File: config.mk
export PLATFORM = sky130hd
export DESIGN_NAME = mem_stage_lsu
export DESIGN_NICKNAME = d
export VERILOG_FILES = /design/src/rtl/mips_mem_pkg.sv /design/src/rtl/mem_stage_lsu_load_extend.sv /design/src/rtl/mem_stage_lsu.sv
export SDC_FILE = /design/constraint.sdc
export NUM_CORES = 1
export LEC_CHECK = 0
export BUFFER_PORTS_ARGS = -buffer_cell sky130_fd_sc_hd__buf_2
export CORE_MARGIN = 10
export CORE_UTILIZATION = 44
export DETAILED_ROUTE_END_ITERATION = 8
export PLACE_DENSITY = 0.76
export SYNTH_ARGS = -nofsm -noshare
export SYNTH_HDL_FRONTEND = slang
export SYNTH_SLANG_ARGS = --single-unit
export TNS_END_PERCENT = 30
File: constraint.sdc
create_clock -name i_CLK -period 1.7 [get_ports i_CLK]
set_input_delay 0.085 -clock i_CLK [delete_from_list [all_inputs] [get_ports i_CLK]]
set_output_delay 0.085 -clock i_CLK [all_outputs]
set_load 0.01 [all_outputs]
File: src/rtl/mips_mem_pkg.sv
// Shared definitions for the MEM-stage load/store unit.
//   - access-size encodings carried on MemDataSel
//   - LSU FSM state encodings
//   - byte-enable lookup constants for the 32-bit data bus
package mips_mem_pkg;

    localparam logic [2:0] SEL_WORD  = 3'b000;
    localparam logic [2:0] SEL_BYTE  = 3'b001;
    localparam logic [2:0] SEL_HALF  = 3'b010;
    localparam logic [2:0] SEL_BYTEU = 3'b011;
    localparam logic [2:0] SEL_HALFU = 3'b100;

    typedef enum logic [1:0] {
        ST_IDLE = 2'b00,
        ST_REQ  = 2'b01,
        ST_DONE = 2'b10
    } lsu_state_e;

    localparam logic [3:0] BE_BYTE0   = 4'b0001;
    localparam logic [3:0] BE_HALF_LO = 4'b0011;
    localparam logic [3:0] BE_HALF_HI = 4'b1100;
    localparam logic [3:0] BE_WORD    = 4'b1111;

    // Unused size codes fall through to word behaviour.
    function automatic logic sel_is_byte(input logic [2:0] sel);
        return (sel == SEL_BYTE) || (sel == SEL_BYTEU);
    endfunction

    function automatic logic sel_is_half(input logic [2:0] sel);
        return (sel == SEL_HALF) || (sel == SEL_HALFU);
    endfunction

endpackage

File: src/rtl/mem_stage_lsu_load_extend.sv
// load_extend: picks the addressed byte/half lane out of a bus read word and
// sign- or zero-extends it to the full data width. Purely combinational.
// Ports:
//   rdata     in   bus read word
//   byte_off  in   address bits [1:0] of the access
//   data_sel  in   access size / signedness code
//   ext_data  out  extended load result
module load_extend
    import mips_mem_pkg::*;
#(
    parameter int DATA_WIDTH = 32
)
(
    input  logic [DATA_WIDTH-1:0] rdata,
    input  logic [1:0]            byte_off,
    input  logic [2:0]            data_sel,
    output logic [DATA_WIDTH-1:0] ext_data
);

    logic [7:0]  byte_lane;
    logic [15:0] half_lane;

    always_comb begin
        byte_lane = rdata[7:0];
        case (byte_off)
            2'd0:    byte_lane = rdata[7:0];
            2'd1:    byte_lane = rdata[15:8];
            2'd2:    byte_lane = rdata[23:16];
            default: byte_lane = rdata[31:24];
        endcase

        half_lane = byte_off[1] ? rdata[31:16] : rdata[15:0];

        case (data_sel)
            SEL_BYTE:  ext_data = {{(DATA_WIDTH-8){byte_lane[7]}}, byte_lane};
            SEL_BYTEU: ext_data = {{(DATA_WIDTH-8){1'b0}}, byte_lane};
            SEL_HALF:  ext_data = {{(DATA_WIDTH-16){half_lane[15]}}, half_lane};
            SEL_HALFU: ext_data = {{(DATA_WIDTH-16){1'b0}}, half_lane};
            default:   ext_data = rdata;
        endcase
    end

endmodule

File: src/rtl/mem_stage_lsu.sv
// mem_stage_lsu: MEM-stage load/store unit. Issues one req/ack bus access per
// load/store, aligns store data onto byte lanes, extends load data for MEM/WB,
// and stalls the pipeline until the access completes, times out or is
// rejected as misaligned.
//
// state | meaning
// IDLE  | no bus activity; accept a new access from EX/MEM
// REQ   | request on the bus, waiting for ack or timeout
// DONE  | one-cycle release: stall drops so MEM/WB latches o_ReadDataM
//
// Ports:
//   i_CLK, i_RST                 clock, synchronous active-high reset
//   i_ALUOutM, i_WriteDataM      effective address, right-justified store data
//   i_MemReadM, i_MemWriteM      load / store in MEM (both = store)
//   i_MemDataSelM                access size and signedness
//   o_MemReq/We/Addr/WData/BE    data-memory bus request side
//   i_MemAck, i_MemRData         bus completion strobe and read word
//   o_ReadDataM                  extended load data to MEM/WB
//   o_StallM                     pipeline freeze
//   o_MisalignM, o_BusErrM       one-cycle error pulses
module mem_stage_lsu
    import mips_mem_pkg::*;
#(
    parameter int DATA_WIDTH     = 32,
    parameter int ADDRESS_WIDTH  = 32,
    parameter int TIMEOUT_CYCLES = 16
)
(
    input  logic                     i_CLK,
    input  logic                     i_RST,
    input  logic [ADDRESS_WIDTH-1:0] i_ALUOutM,
    input  logic [DATA_WIDTH-1:0]    i_WriteDataM,
    input  logic                     i_MemReadM,
    input  logic                     i_MemWriteM,
    input  logic [2:0]               i_MemDataSelM,
    output logic                     o_MemReq,
    output logic                     o_MemWe,
    output logic [ADDRESS_WIDTH-1:0] o_MemAddr,
    output logic [DATA_WIDTH-1:0]    o_MemWData,
    output logic [3:0]               o_MemBE,
    input  logic                     i_MemAck,
    input  logic [DATA_WIDTH-1:0]    i_MemRData,
    output logic [DATA_WIDTH-1:0]    o_ReadDataM,
    output logic                     o_StallM,
    output logic                     o_MisalignM,
    output logic                     o_BusErrM
);

    localparam int CNT_W = (TIMEOUT_CYCLES > 2) ? $clog2(TIMEOUT_CYCLES) : 1;

    lsu_state_e state_q, state_d;

    logic [CNT_W-1:0]      cnt_q;
    logic [1:0]            off_q;
    logic [2:0]            sel_q;
    logic                  access;
    logic                  is_byte;
    logic                  is_half;
    logic                  misaligned;
    logic                  timeout;
    logic [3:0]            be_d;
    logic [DATA_WIDTH-1:0] wdata_d;
    logic [DATA_WIDTH-1:0] ext_data;

    assign access     = i_MemReadM | i_MemWriteM;
    assign is_byte    = sel_is_byte(i_MemDataSelM);
    assign is_half    = sel_is_half(i_MemDataSelM);
    assign misaligned = (is_half & i_ALUOutM[0]) |
                        (~is_byte & ~is_half & (i_ALUOutM[1:0] != 2'b00));
    assign timeout    = (state_q == ST_REQ) && (cnt_q == CNT_W'(TIMEOUT_CYCLES - 1));

    assign o_MemReq = (state_q == ST_REQ);
    assign o_StallM = ((state_q == ST_IDLE) & access & ~misaligned) | (state_q == ST_REQ);

    // Store lane alignment; loads always request the full word.
    always_comb begin
        be_d    = BE_WORD;
        wdata_d = i_WriteDataM;
        if (is_byte) begin
            wdata_d = {4{i_WriteDataM[7:0]}};
            if (i_MemWriteM) be_d = BE_BYTE0 << i_ALUOutM[1:0];
        end else if (is_half) begin
            wdata_d = {2{i_WriteDataM[15:0]}};
            if (i_MemWriteM) be_d = i_ALUOutM[1] ? BE_HALF_HI : BE_HALF_LO;
        end
    end

    load_extend #(
        .DATA_WIDTH (DATA_WIDTH)
    ) u_load_extend (
        .rdata    (i_MemRData),
        .byte_off (off_q),
        .data_sel (sel_q),
        .ext_data (ext_data)
    );

    always_comb begin
        state_d = state_q;
        case (state_q)
            ST_IDLE: if (access && !misaligned) state_d = ST_REQ;
            ST_REQ:  if (i_MemAck || timeout)   state_d = ST_DONE;
            ST_DONE: state_d = ST_IDLE;
            default: state_d = ST_IDLE;
        endcase
    end

    always_ff @(posedge i_CLK) begin
        if (i_RST) begin
            state_q     <= ST_IDLE;
            cnt_q       <= '0;
            off_q       <= '0;
            sel_q       <= SEL_WORD;
            o_MemWe     <= 1'b0;
            o_MemAddr   <= '0;
            o_MemWData  <= '0;
            o_MemBE     <= '0;
            o_ReadDataM <= '0;
            o_MisalignM <= 1'b0;
            o_BusErrM   <= 1'b0;
        end else begin
            state_q     <= state_d;
            o_MisalignM <= 1'b0;
            o_BusErrM   <= 1'b0;
            case (state_q)
                ST_IDLE: begin
                    cnt_q <= '0;
                    if (access) begin
                        o_ReadDataM <= '0;
                        if (misaligned) begin
                            o_MisalignM <= 1'b1;
                        end else begin
                            o_MemAddr  <= {i_ALUOutM[ADDRESS_WIDTH-1:2], 2'b00};
                            o_MemWe    <= i_MemWriteM;
                            o_MemBE    <= be_d;
                            o_MemWData <= wdata_d;
                            off_q      <= i_ALUOutM[1:0];
                            sel_q      <= i_MemDataSelM;
                        end
                    end
                end
                ST_REQ: begin
                    cnt_q <= cnt_q + CNT_W'(1);
                    // Ack takes priority over a coincident timeout.
                    if (i_MemAck) begin
                        o_ReadDataM <= o_MemWe ? '0 : ext_data;
                    end else if (timeout) begin
                        o_BusErrM   <= 1'b1;
                        o_ReadDataM <= '0;
                    end
                end
                default: begin
                    cnt_q <= '0;
                end
            endcase
        end
    end

endmodule

==> Word level (Yosys, flattened, before mapping) <==
Cells that the tools add are included.
{ "word_totals": {"word_cells": 79, "regBits": 112, "input_bits": 104, "output_inout_bits": 105} }
{ "classes": {"bitwise_logic": 14, "reduce_logical": 16, "muxes": 20, "shifts": 1, "add_sub_neg": 1, "eq_ne": 16} }
{ "ops": {"columns": ["op", "count"], "rows": [
  ["$mux W32", 6],
  ["$pmux W32 S4", 1],
  ["$pmux W32 S2", 1],
  ["$pmux W8 S3", 1],
  ["$mux W4", 5],
  ["$mux W16", 1],
  ["$eq A3 B2 Y1 const B", 4],
  ["$eq A3 B1 Y1 const B", 2],
  ["$eq A3 B3 Y1 const B", 2],
  ["$not A1 Y1", 6],
  ["$reduce_and A3 Y1", 2],
  ["$reduce_or A3 Y1", 2],
  ["$and A1 B1 Y1", 5],
  ["$add A4 B1 Y4 const B", 1],
  ["$eq A2 B1 Y1 const B", 2],
  ["$eq A4 B4 Y1 const B", 1],
  ["$logic_not A2 Y1", 2],
  ["$mux W2", 2],
  ["$ne A2 B1 Y1 const B", 2],
  ["$pmux W2 S2", 1],
  ["$reduce_bool A2 Y1", 2],
  ["$shl A1 B2 Y4 const A", 1],
  ["$logic_or A1 B1 Y1", 3],
  ["$ne A3 B1 Y1 const B", 1],
  ["other kinds (8)", 12]
]} }

==> Depth between registers and ports, before layout <==
Gate-level depths: netlist of the first run.
{ "logic_depth": {"depth_word": 10, "depth_mapped": 7, "ltp_nobuf": 6} }

==> Hierarchy <==
A second synthesis of the first run with hierarchy kept.
{ "hier_totals": {"hier_cells": 726, "hier_area_um2": 6328.6} }
{ "by_module_without_submodules": {"columns": ["mod", "area_each_um2", "cells_per_inst", "seq_area_each_um2", "instances"], "rows": [
  ["mem_stage_lsu", 5118.7, 567, 2242.2, 1],
  ["load_extend", 1209.9, 159, 0.0, 1]
]} }

==> Worst setup path before layout of the first run <==
Ideal clock, no wire load.
{ "synth_timing": {"path_kind": "reg2reg", "startpoint": "register cnt_q[0]", "endpoint": "register o_ReadDataM[2]", "setup_ns": 0.060, "stages_incl_launch_ff": 7, "path_buffers": 1, "period_less_slack_ns": 1.773, "path_slack_ns": -0.073, "required_ns": 1.640, "arrival_ns": 1.713, "cell_sequence": "dfxtp_1 -> ha_1 -> nand3_1 -> or3b_1 -> a21oi_1 -> clkbuf_1 -> a221o_1"} }
{ "synth_between": {"elab_chain_cells": 4} }
{ "synth_lines": {"columns": ["element", "line_no", "source"], "rows": [
  ["start: declaration", "mem_stage_lsu.sv:53", "logic [CNT_W-1:0] cnt_q;"],
  ["start signal: assignment", "mem_stage_lsu.sv:142", "cnt_q <= cnt_q + CNT_W'(1);"],
  ["$eq A4 B4 Y1", "mem_stage_lsu.sv:70", "assign timeout = (state_q == ST_REQ) && (cnt_q == CNT_W'(TIMEOUT_CYCLES - 1));"],
  ["$logic_and A1 B1 Y1", "mem_stage_lsu.sv:70", null],
  ["$ne A3 B1 Y1 (no source line)", null, null],
  ["$reduce_and A3 Y1 (no source line)", null, null],
  ["end signal: assignment", "mem_stage_lsu.sv:145", "o_ReadDataM <= o_MemWe ? '0 : ext_data;"],
  ["end: declaration", "mem_stage_lsu.sv:43", "output logic [DATA_WIDTH-1:0] o_ReadDataM,"]
]} }
Every way passes these cells.
A chain may end at the register's enable or synchronous reset.

==> Worst setup path in the final report of the first run <==
{ "layout_timing": {"startpoint": "register state_q[0]", "endpoint": "register o_ReadDataM[28]"} }
{ "layout_between": {"elab_chain_cells": 4, "elab_cells_between_ends": 8, "classes_between": "3 x eq/ne; 1 x mux; 4 x reduce/logical"} }
{ "layout_lines": {"columns": ["element", "line_no", "source"], "rows": [
  ["start: declaration", "mem_stage_lsu.sv:51", "lsu_state_e state_q, state_d;"],
  ["start signal: assignment", "mem_stage_lsu.sv:121", "state_q <= state_d;"],
  ["$eq A2 B1 Y1", "mem_stage_lsu.sv:70, mem_stage_lsu.sv:124", null],
  ["$logic_and A1 B1 Y1", "mem_stage_lsu.sv:70", null],
  ["$ne A3 B1 Y1 (no source line)", null, null],
  ["$reduce_and A3 Y1 (no source line)", null, null]
]} }
Several ways; a longest one is shown, not always the timed one.

==> results of run 1 <==
[cells in the mapped netlist (5+ instances only)]
library cell	number
o21ai_1	20
a21oi_1	83
nor2b_1	15
a221o_1	6
mux2i_1	28
a22o_1	9
clkbuf_1	34
nand2_1	145
nor3_1	5
buf_2	12
dfxtp_1	112
nand3_1	19
nor2_1	52
o21ai_0	10
a211oi_1	19
o22ai_1	10
nand2b_1	5
a2111oi_0	10
a32oi_1	6
inv_1	6
mux4_2	6
and2_1	7
[worst max-delay path, cell delays in order, from the launching register on]
cell and delay, ns:
dfxtp_2 0.35, or3b_4 0.38, or3b_4 0.46, nor2_4 0.21
a21oi_4 0.13, o21ai_1 0.18
[state kept, by name, indices dropped and copies added, names as in the netlist]
name / flops
o_MemWData: 32
o_MemBE: 4
cnt_q: 4
o_ReadDataM: 32
o_MemAddr: 30
o_BusErrM: 1
sel_q: 3
state_q: 2
off_q: 2
o_MemWe: 1
o_MisalignM: 1
[power groups by stage]
| stage | sequential (mW) | combinational [mW] | clock, mW |
|---|---|---|---|
| after floorplan | 3.03 | 0.744 | 0 |
| after global placement | 2.96 | 1.41 | 0 |
| after detailed placement | 2.96 | 1.42 | 0 |
| after CTS | 2.90 | 1.49 | 2.29 |
| after global routing | 2.93 | 1.65 | 2.37 |
| final | 2.91 | 1.51 | 2.23 |
[final cells by class]
class                   instances  area share (%)
repair buffers                268            22.6
well taps                     143            2.47
diodes                          2          0.0691
multi-input cells             486            39.1
inverters                       7           0.363
clock inverters                 6            1.02
flip-flops and latches        112            31.0
clock buffers                  10            3.30
[cell families (layout without fill, tap and decap cells)]
| logic type | count (synthesis) | in the layout | share of synthesized area [%] |
|---|---|---|---|
| buffers and inverters | 63 | 291 | 5.34 |
| XOR/XNOR | 4 | 4 | 0.807 |
| AND/OR/NAND/NOR | 261 | 261 | 21.4 |
| adder cells (fa/ha/maj) | 1 | 1 | 0.237 |
| AO/OA/AOI/OAI | 182 | 183 | 21.5 |
| flip-flops | 112 | 112 | 42.5 |
| multiplexers | 35 | 35 | 8.10 |
| other | 1 | 4 | 0.0712 |
[worst paths after layout]
check | slack, ns | start | depth (start not counted) | endpoint
hold / removal | 0.01 | i_WriteDataM[0] | 3 | o_MemWData[0]$_SDFFE_PP0P_
setup / recovery | -0.09 | state_q[0]$_SDFFE_PP0P_ | 5 | o_ReadDataM[28]$_SDFFE_PP0P_
setup reg to reg | -0.09 | state_q[0]$_SDFFE_PP0P_ | 5 | o_ReadDataM[28]$_SDFFE_PP0P_
hold reg to reg | 0.44 | o_ReadDataM[7]$_SDFFE_PP0P_ | 2 | o_ReadDataM[7]$_SDFFE_PP0P_
[routing by layer]
metal	wire (um)	GRT usage, %	vias to the layer above
li1	-	-	2738
met1	7100	23.6	2555
met2	8570	33.2	268
met3	2120	9.42	26
met4	258	5.42	4
met5	21	0	-
[through the flow]
step / hold WS, ns / utilization (%) / TNS (ns) / worst slack (ns)
floorplan: 0.162 / - / -0.0830 / -0.0104
global placement: 0.291 / 56.4 / -1.60 / -0.107
detailed placement: 0.286 / 56.4 / -2.29 / -0.168
CTS: 0.000931 / 62.2 / -0.231 / -0.0359
global route: 0.0184 / 62.6 / -3.19 / -0.129
finish: 0.0135 / 62.6 / -1.03 / -0.0869
[repair_timing]
item | CTS | global route
hold buffers | 32 | 0
pin swaps | 4 | 18
setup endpoints to repair | 17 | 33
hold endpoints to repair | 32 | 0
setup buffers | 2 | 0
gates cloned | 0 | 1
gates resized for setup | 5 | 10
==> flow_summary.ini, run 1 <==
[final_layout]
nNetsFinal = 989
design_area_um2 = 7240
seqCellArea_um2 = 2240
drive_gt1_share_pct = 31.6
syn_to_final_growth_pct = 37.4
final_common_cell = buf_2
layout_common_cells = 206 x buf_2, 145 x nand2_1, 110 x dfxtp_1
multi_input_area_um2 = 2830
nFillCells = 995
fin_cells = 1034

[synthesis]
synth_top_area_share_pct = 42.5
synth_area_um2 = 5270
synth_ff_type = dfxtp_1
synth_cells = 659
seq_area_frac_synth_pct = 42.5
synthArstFlopShare_pct = 0
synth_area_leaders = dfxtp_1 43%, nand2_1 10%, a21oi_1 7.9%
postSynthAreaPerCell_um2 = 8.00
yosys_warnings = 0
yosysUniqueCellTypes = 50
yosys.area.top_type = dfxtp_1
synth_edf_count = 0
ys_ff_latch = 112

[clock_network]
cts_tree = built
cts_buffer_depth = 2
insertion_delay_ns = 0.36
cts_made_buffers = 9
clockRootBuffer = clkbuf_16
clock_sinks = 112
path_clk_slew_ns = 0.08
htree_levels = 3

[run]
cap_viol_max_count = 0

[route]
dr.pass1.iters = 5
vias_per_cell = 5.41
wl_per_cell_um = 17.5
wirelength_mm = 18.1
drc = 0
routed-via-count = 5591
ant_nets = 0
first_iter_violations = 544

[floorplanning]
die-area_um2 = 16800
core_um2 = 11600
io_pins = 209
initial_core_util_pct = 45.6
rows = 39
die_h_um = 129
die_w_um = 129

[power]
clkPwrFrac_pct = 33.6
power.net_switching_mw = 1.98
swShare_pct = 29.8
power_mw = 6.65
comb_power_share_pct = 22.7
leakage_nw = 3.29
vdd_ir_drop_max_v = 0.000806
power_frac_seq_pct = 43.7
pwr_density_cell_nw_per_um2 = 918
intPower_mw = 4.67

[global_routing]
grt_antenna_before_repair = 4
grt.total_usage_pct = 20.3
grt_overflow = 0
grt_max_degree = 76
grt_pass1_vias = 5292
grt_first_pass_wirelength_mm = 27.5

[sta]
fin_ws_ns = -0.0869
rsz0062_at_grt = yes
hold_violations = 0
setup_violations = 22
fin_crit_sh_pct = 105
timing.final.crit_period_ns = 1.79
fmax_mhz = 560
max_slew_margin_pct = 45.1
slew_violations = 0
finalClockSkew_ns = 0.00718
tightest_slew_ns = 0.824

[placed_design]
dp.final_hpwl_mm = 12.8
place.gp.congestion = 0.884
port_buffers = 206
place_area_um2 = 6520
placed_cells = 981

[worst_setup_path]
path_class = reg -> reg
cp_data_arrival_time_ns = 2.06
required_ns = 1.98
start_kind = register
worst_setup_path_end_kind = register
worstPathMaxFanout = 8

[hold_path]
hp-class = in -> reg

[run_status]
status = complete, but fails checks
violations = setup timing
(Power assumes the default switching activity.)
==> run 2, diff against run 1 <==
==> constraint.sdc (replaced) <==
create_clock -name i_CLK -period 1.7 [get_ports i_CLK]
set_input_delay 0.34 -clock i_CLK [delete_from_list [all_inputs] [get_ports i_CLK]]
set_output_delay 0.34 -clock i_CLK [all_outputs]
set_load 0.005 [all_outputs]
==> run 2 against run 1 <==
Net effect:
- the run still ends with setup timing left
- critical path type unchanged
- worst setup slack better by 0.086 ns
- wire length down 2.0%
- non-clock buffer count down 9
- critical path depth did not move
- critical endpoint is now o_ReadDataM[0]$_SDFFE_PP0P_
- clock skew shrank 0.0015 ns
==> flow_summary.ini, run 2 (same netlist as run 1, synthesis figures left out) <==
[worst_setup_path]
cp_data_arrival_time_ns = 1.95
worstPathCellList = buf_12 > mux4_2 > a32oi_1 > nor2_1 > a221o_1
start_kind = register
path_class = reg -> reg
critPathBufInv = 1
max_stage_delay_ns = 0.50
path_delay_family = multiplexers
worstPathMaxFanout = 7
worst_setup_path_end_kind = register
required_ns = 1.95
cp_slowest_cell = mux4_2

[route]
drc = 0
vias_per_cell = 5.40
first_iter_violations = 433
wl_per_cell_um = 17.3
dr.pass1.iters = 5
wirelength_mm = 17.7
routed-via-count = 5525
ant_nets = 0

[final_layout]
final_common_cell = buf_2
drive_gt1_share_pct = 35.6
layout_common_cells = 206 x buf_2, 145 x nand2_1, 107 x dfxtp_1
seqCellArea_um2 = 2250
syn_to_final_growth_pct = 36.7
fin_util_pct = 62.3
reg.largest.list = o_MemWData: 32 flops, o_ReadDataM: 32 flops, o_MemAddr: 30 flops
nNetsFinal = 979
nFillCells = 1014
multi_input_area_um2 = 2870

[global_routing]
grt_first_pass_wirelength_mm = 27.0
grt_antenna_before_repair = 1
grt_pass1_vias = 5289
grt_overflow = 0
grt.total_usage_pct = 19.8
grt_max_degree = 61

[clock_network]
insertion_delay_ns = 0.35
htree_levels = 3
path_clk_slew_ns = 0.08
hold_buffers = 0
cts_made_buffers = 9
cts_buffer_depth = 2
cts_tree = built
clock_sinks = 112
clockRootBuffer = clkbuf_16

[sta]
fin_crit_sh_pct = 100
slew_violations = 0
timing.final.crit_period_ns = 1.70
tightest_slew_ns = 0.661
fin_ws_ns = -0.000435
fin_tns_setup_ns = -0.000435
rsz0062_at_grt = yes
max_slew_margin_pct = 56.0
setup_violations = 1
hold_violations = 0
fmax_mhz = 588
finalClockSkew_ns = 0.00571

[placed_design]
dp.final_hpwl_mm = 13.2
place.gp.congestion = 0.899
port_buffers = 206

[floorplanning]
io_pins = 209
core_um2 = 11600
initial_core_util_pct = 45.6
die_w_um = 129
die_h_um = 129
rows = 39
die-area_um2 = 16800

[run_status]
violations = setup timing
status = complete, but fails checks

[hold_path]
hp-class = in -> reg

[power]
pwr_density_cell_nw_per_um2 = 935
power_mw = 6.73
vdd_ir_drop_max_v = 0.000926
leakage_nw = 3.31

[run]
cap_viol_max_count = 0
==> run 2: final timing paths <==
path                                 from                      endpoint  slack [ns]  cells after the start
max                 off_q[0]$_SDFFE_PP0P_   o_ReadDataM[0]$_SDFFE_PP0P_     -0.0004                      5
min                              i_MemAck          o_BusErrM$_SDFF_PP0_        0.19                      2
max reg2reg         off_q[0]$_SDFFE_PP0P_   o_ReadDataM[0]$_SDFFE_PP0P_     -0.0004                      5
min reg2reg  o_ReadDataM[21]$_SDFFE_PP0P_  o_ReadDataM[21]$_SDFFE_PP0P_        0.45                      2
==> run 2: per-stage QoR <==
step,setup slack [ns],hold WS (ns),std cells,area (um^2)
2_1_floorplan,-0.0322,0.417,660,5300
3_3_place_gp,-0.134,0.432,998,6660
3_5_place_dp,-0.201,0.438,998,6660
4_1_cts,-0.00179,0.168,1017,7050
5_1_grt,-0.0791,0.175,1023,7200
6_report,-0.000435,0.190,1023,7200
==> run 2: repair_timing <==
action | CTS | global route
pin swaps | 5 | 5
resized for setup | 12 | 15
cloned | 0 | 3
setup endpoints to repair | 32 | 35
setup buffers | 4 | 2
==> run 2: final cells by class <==
type	instances	area share [%]
Clock inverter	7	1.42
Clock buffer	9	3.13
Antenna cell	1	0.0347
Inverter	7	0.365
Multi-Input combinational cell	485	39.8
Sequential cell	112	31.2
Timing Repair Buffer	259	21.5
Tap cell	143	2.48
==> run 2: power breakdown <==
group          internal (mW)  switching (mW)  leakage [nW]  total (mW)
Sequential              2.80           0.105         0.918        2.91
Combinational          0.683           0.798          2.23        1.48
Clock                   1.31            1.03         0.162        2.34
==> run 2: routing by layer <==
layer	track usage, %	vias to the layer above	wire length, um
li1	-	2719	-
met3	9.09	18	2080
met2	32.4	236	8320
met5	0	-	0
met4	5.09	0	225
met1	23.3	2552	7090
==> run 3, diff against run 2 <==
--- a/config.mk
+++ b/config.mk
@@ -5,11 +5,12 @@
 export SDC_FILE = /design/constraint.sdc
 export NUM_CORES = 1
 export LEC_CHECK = 0
+export ABC_CLOCK_PERIOD_IN_PS = 1700
 export BUFFER_PORTS_ARGS = -buffer_cell sky130_fd_sc_hd__buf_2
 export CORE_MARGIN = 10
 export CORE_UTILIZATION = 44
 export DETAILED_ROUTE_END_ITERATION = 8
-export PLACE_DENSITY = 0.76
+export PLACE_DENSITY = 0.82
 export SYNTH_ARGS = -nofsm -noshare
 export SYNTH_HDL_FRONTEND = slang
 export SYNTH_SLANG_ARGS = --single-unit
==> run 3 against run 2 <==
Net effect:
- the flow still finishes with violations (setup timing)
- largest power group unchanged
- clock power down 13%
- critical path depth unchanged
- sequential cell count unchanged
==> flow_summary.ini, run 3 (same netlist as run 1, synthesis figures left out) <==
[sta]
setup_violations = 18
max_slew_margin_pct = 65.3
slew_violations = 0
fmax_mhz = 572
fin_crit_sh_pct = 103
finalClockSkew_ns = 0.00784
tightest_slew_ns = 0.517
hold_violations = 0
holdWs_ns = 0.195
rsz0062_at_grt = yes
fin_ws_ns = -0.0496
timing.final.crit_period_ns = 1.75

[worst_setup_path]
critPathBufInv = 1
path_delay_family = simple AND/OR/NAND/NOR gates
cp_data_arrival_time_ns = 2.04
worstPathMaxFanout = 7
required_ns = 1.99
start_kind = register
reg2reg_from = state_q[1]$_SDFFE_PP0P_
worst_setup_path_end_kind = register
max_stage_delay_ns = 0.47
cp_slowest_cell = or3b_4
cp-startpoint = state_q[1]$_SDFFE_PP0P_
worstPathCellList = or3b_1 > or3b_4 > buf_4 > nor2_4 > a221o_1
path_class = reg -> reg

[floorplanning]
core_um2 = 11600
die-area_um2 = 16800
initial_core_util_pct = 45.6
rows = 39
io_pins = 209
die_w_um = 129
die_h_um = 129

[clock_network]
cts_buffer_depth = 2
path_clk_slew_ns = 0.07
hold_buffers = 0
insertion_delay_ns = 0.36
cts_made_buffers = 9
clockRootBuffer = clkbuf_16
htree_levels = 3
cts_tree = built
clock_sinks = 112

[global_routing]
grt.total_usage_pct = 20.5
grt_pass1_vias = 5467
grt_max_degree = 47
grt_overflow = 0
grt_first_pass_wirelength_mm = 27.6
grt_antenna_before_repair = 2

[route]
first_iter_violations = 685
vias_per_cell = 5.55
ant_nets = 0
routed-via-count = 5653
dr.pass1.iters = 5
drc = 0
wirelength_mm = 17.9
wl_per_cell_um = 17.5

[power]
power_frac_seq_pct = 45.3
power.net_switching_mw = 1.90
swShare_pct = 29.6
clkPwrFrac_pct = 31.7
power_mw = 6.41
vdd_ir_drop_max_v = 0.000642
comb_power_share_pct = 23.0
intPower_mw = 4.51
pwr_density_cell_nw_per_um2 = 901
leakage_nw = 3.25

[final_layout]
reg.largest.list = o_MemWData: 32 flops, o_ReadDataM: 32 flops, o_MemAddr: 30 flops
final_common_cell = buf_2
nFillCells = 983
layout_common_cells = 206 x buf_2, 145 x nand2_1, 108 x dfxtp_1
syn_to_final_growth_pct = 35.1
drive_gt1_share_pct = 34.8
fin_cells = 1019
nNetsFinal = 974

[run]
cap_viol_max_count = 0

[placed_design]
placed_cells = 992
dp.final_hpwl_mm = 13.0
port_buffers = 206
place.gp.congestion = 0.936

[hold_path]
hp-class = in -> reg
hp-start = i_MemAck

[run_status]
violations = setup timing
status = complete, but fails checks
==> run 3: worst reg2reg max path, stage by stage, from the launching register on <==
cell and delay, ns:
dfxtp_2 0.33, or3b_1 0.37, or3b_4 0.47, buf_4 0.18
nor2_4 0.16, a221o_1 0.18
==> run 3: what timing repair did <==
item	4_1_cts	5_1_grt
setup endpoints to repair	22	33
buffers inserted	2	4
pin swaps	13	13
gates resized for setup	12	15
cloned	1	2
==> run 3: worst paths after layout <==
| path | end | slack (ns) | depth (start not counted) |
|---|---|---|---|
| setup reg to reg | o_ReadDataM[5]$_SDFFE_PP0P_ | -0.05 | 5 |
| setup / recovery | o_ReadDataM[5]$_SDFFE_PP0P_ | -0.05 | 5 |
| hold reg to reg | o_ReadDataM[7]$_SDFFE_PP0P_ | 0.45 | 2 |
| hold / removal | o_BusErrM$_SDFF_PP0_ | 0.20 | 2 |
==> run 3: metal layers <==
| layer | track usage (%) | wire, um | up-vias |
|---|---|---|---|
| li1 | - | - | 2722 |
| met2 | 32.3 | 8190 | 286 |
| met4 | 8.86 | 466 | 0 |
| met1 | 23.4 | 6860 | 2599 |
| met5 | 0 | 0 | - |
| met3 | 9.71 | 2360 | 46 |
==> run 3: stage by stage <==
stage               setup TNS [ns]  utilization, %  worst slack (ns)  instance area, um^2
floorplan                   -0.489               -           -0.0322                 5300
global placement             -5.97            57.4            -0.153                 6640
detailed placement           -9.19            57.4            -0.198                 6640
CTS                         -0.766            60.4           -0.0698                 6990
global route                 -1.25            61.6           -0.0845                 7120
finish                      -0.257            61.6           -0.0496                 7120
==> run 3: cell type report <==
class | count | area [um^2] | area share, %
multi-input combinational | 486 | 2880 | 40.4
tap | 143 | 179 | 2.51
inverter | 7 | 26.3 | 0.369
clock inverter | 6 | 42.5 | 0.598
clock buffer | 10 | 239 | 3.36
timing repair buffer | 253 | 1500 | 21.1
antenna | 2 | 5.00 | 0.0703
sequential | 112 | 2250 | 31.6
==> run 3: power groups by stage <==
stage | clock, mW | sequential [mW] | combinational, mW
floorplan | 0 | 2.97 | 0.748
detailed placement | 0 | 2.96 | 1.39
CTS | 2.06 | 2.90 | 1.42
global placement | 0 | 2.96 | 1.37
finish | 2.03 | 2.91 | 1.47
global route | 2.17 | 2.93 | 1.63
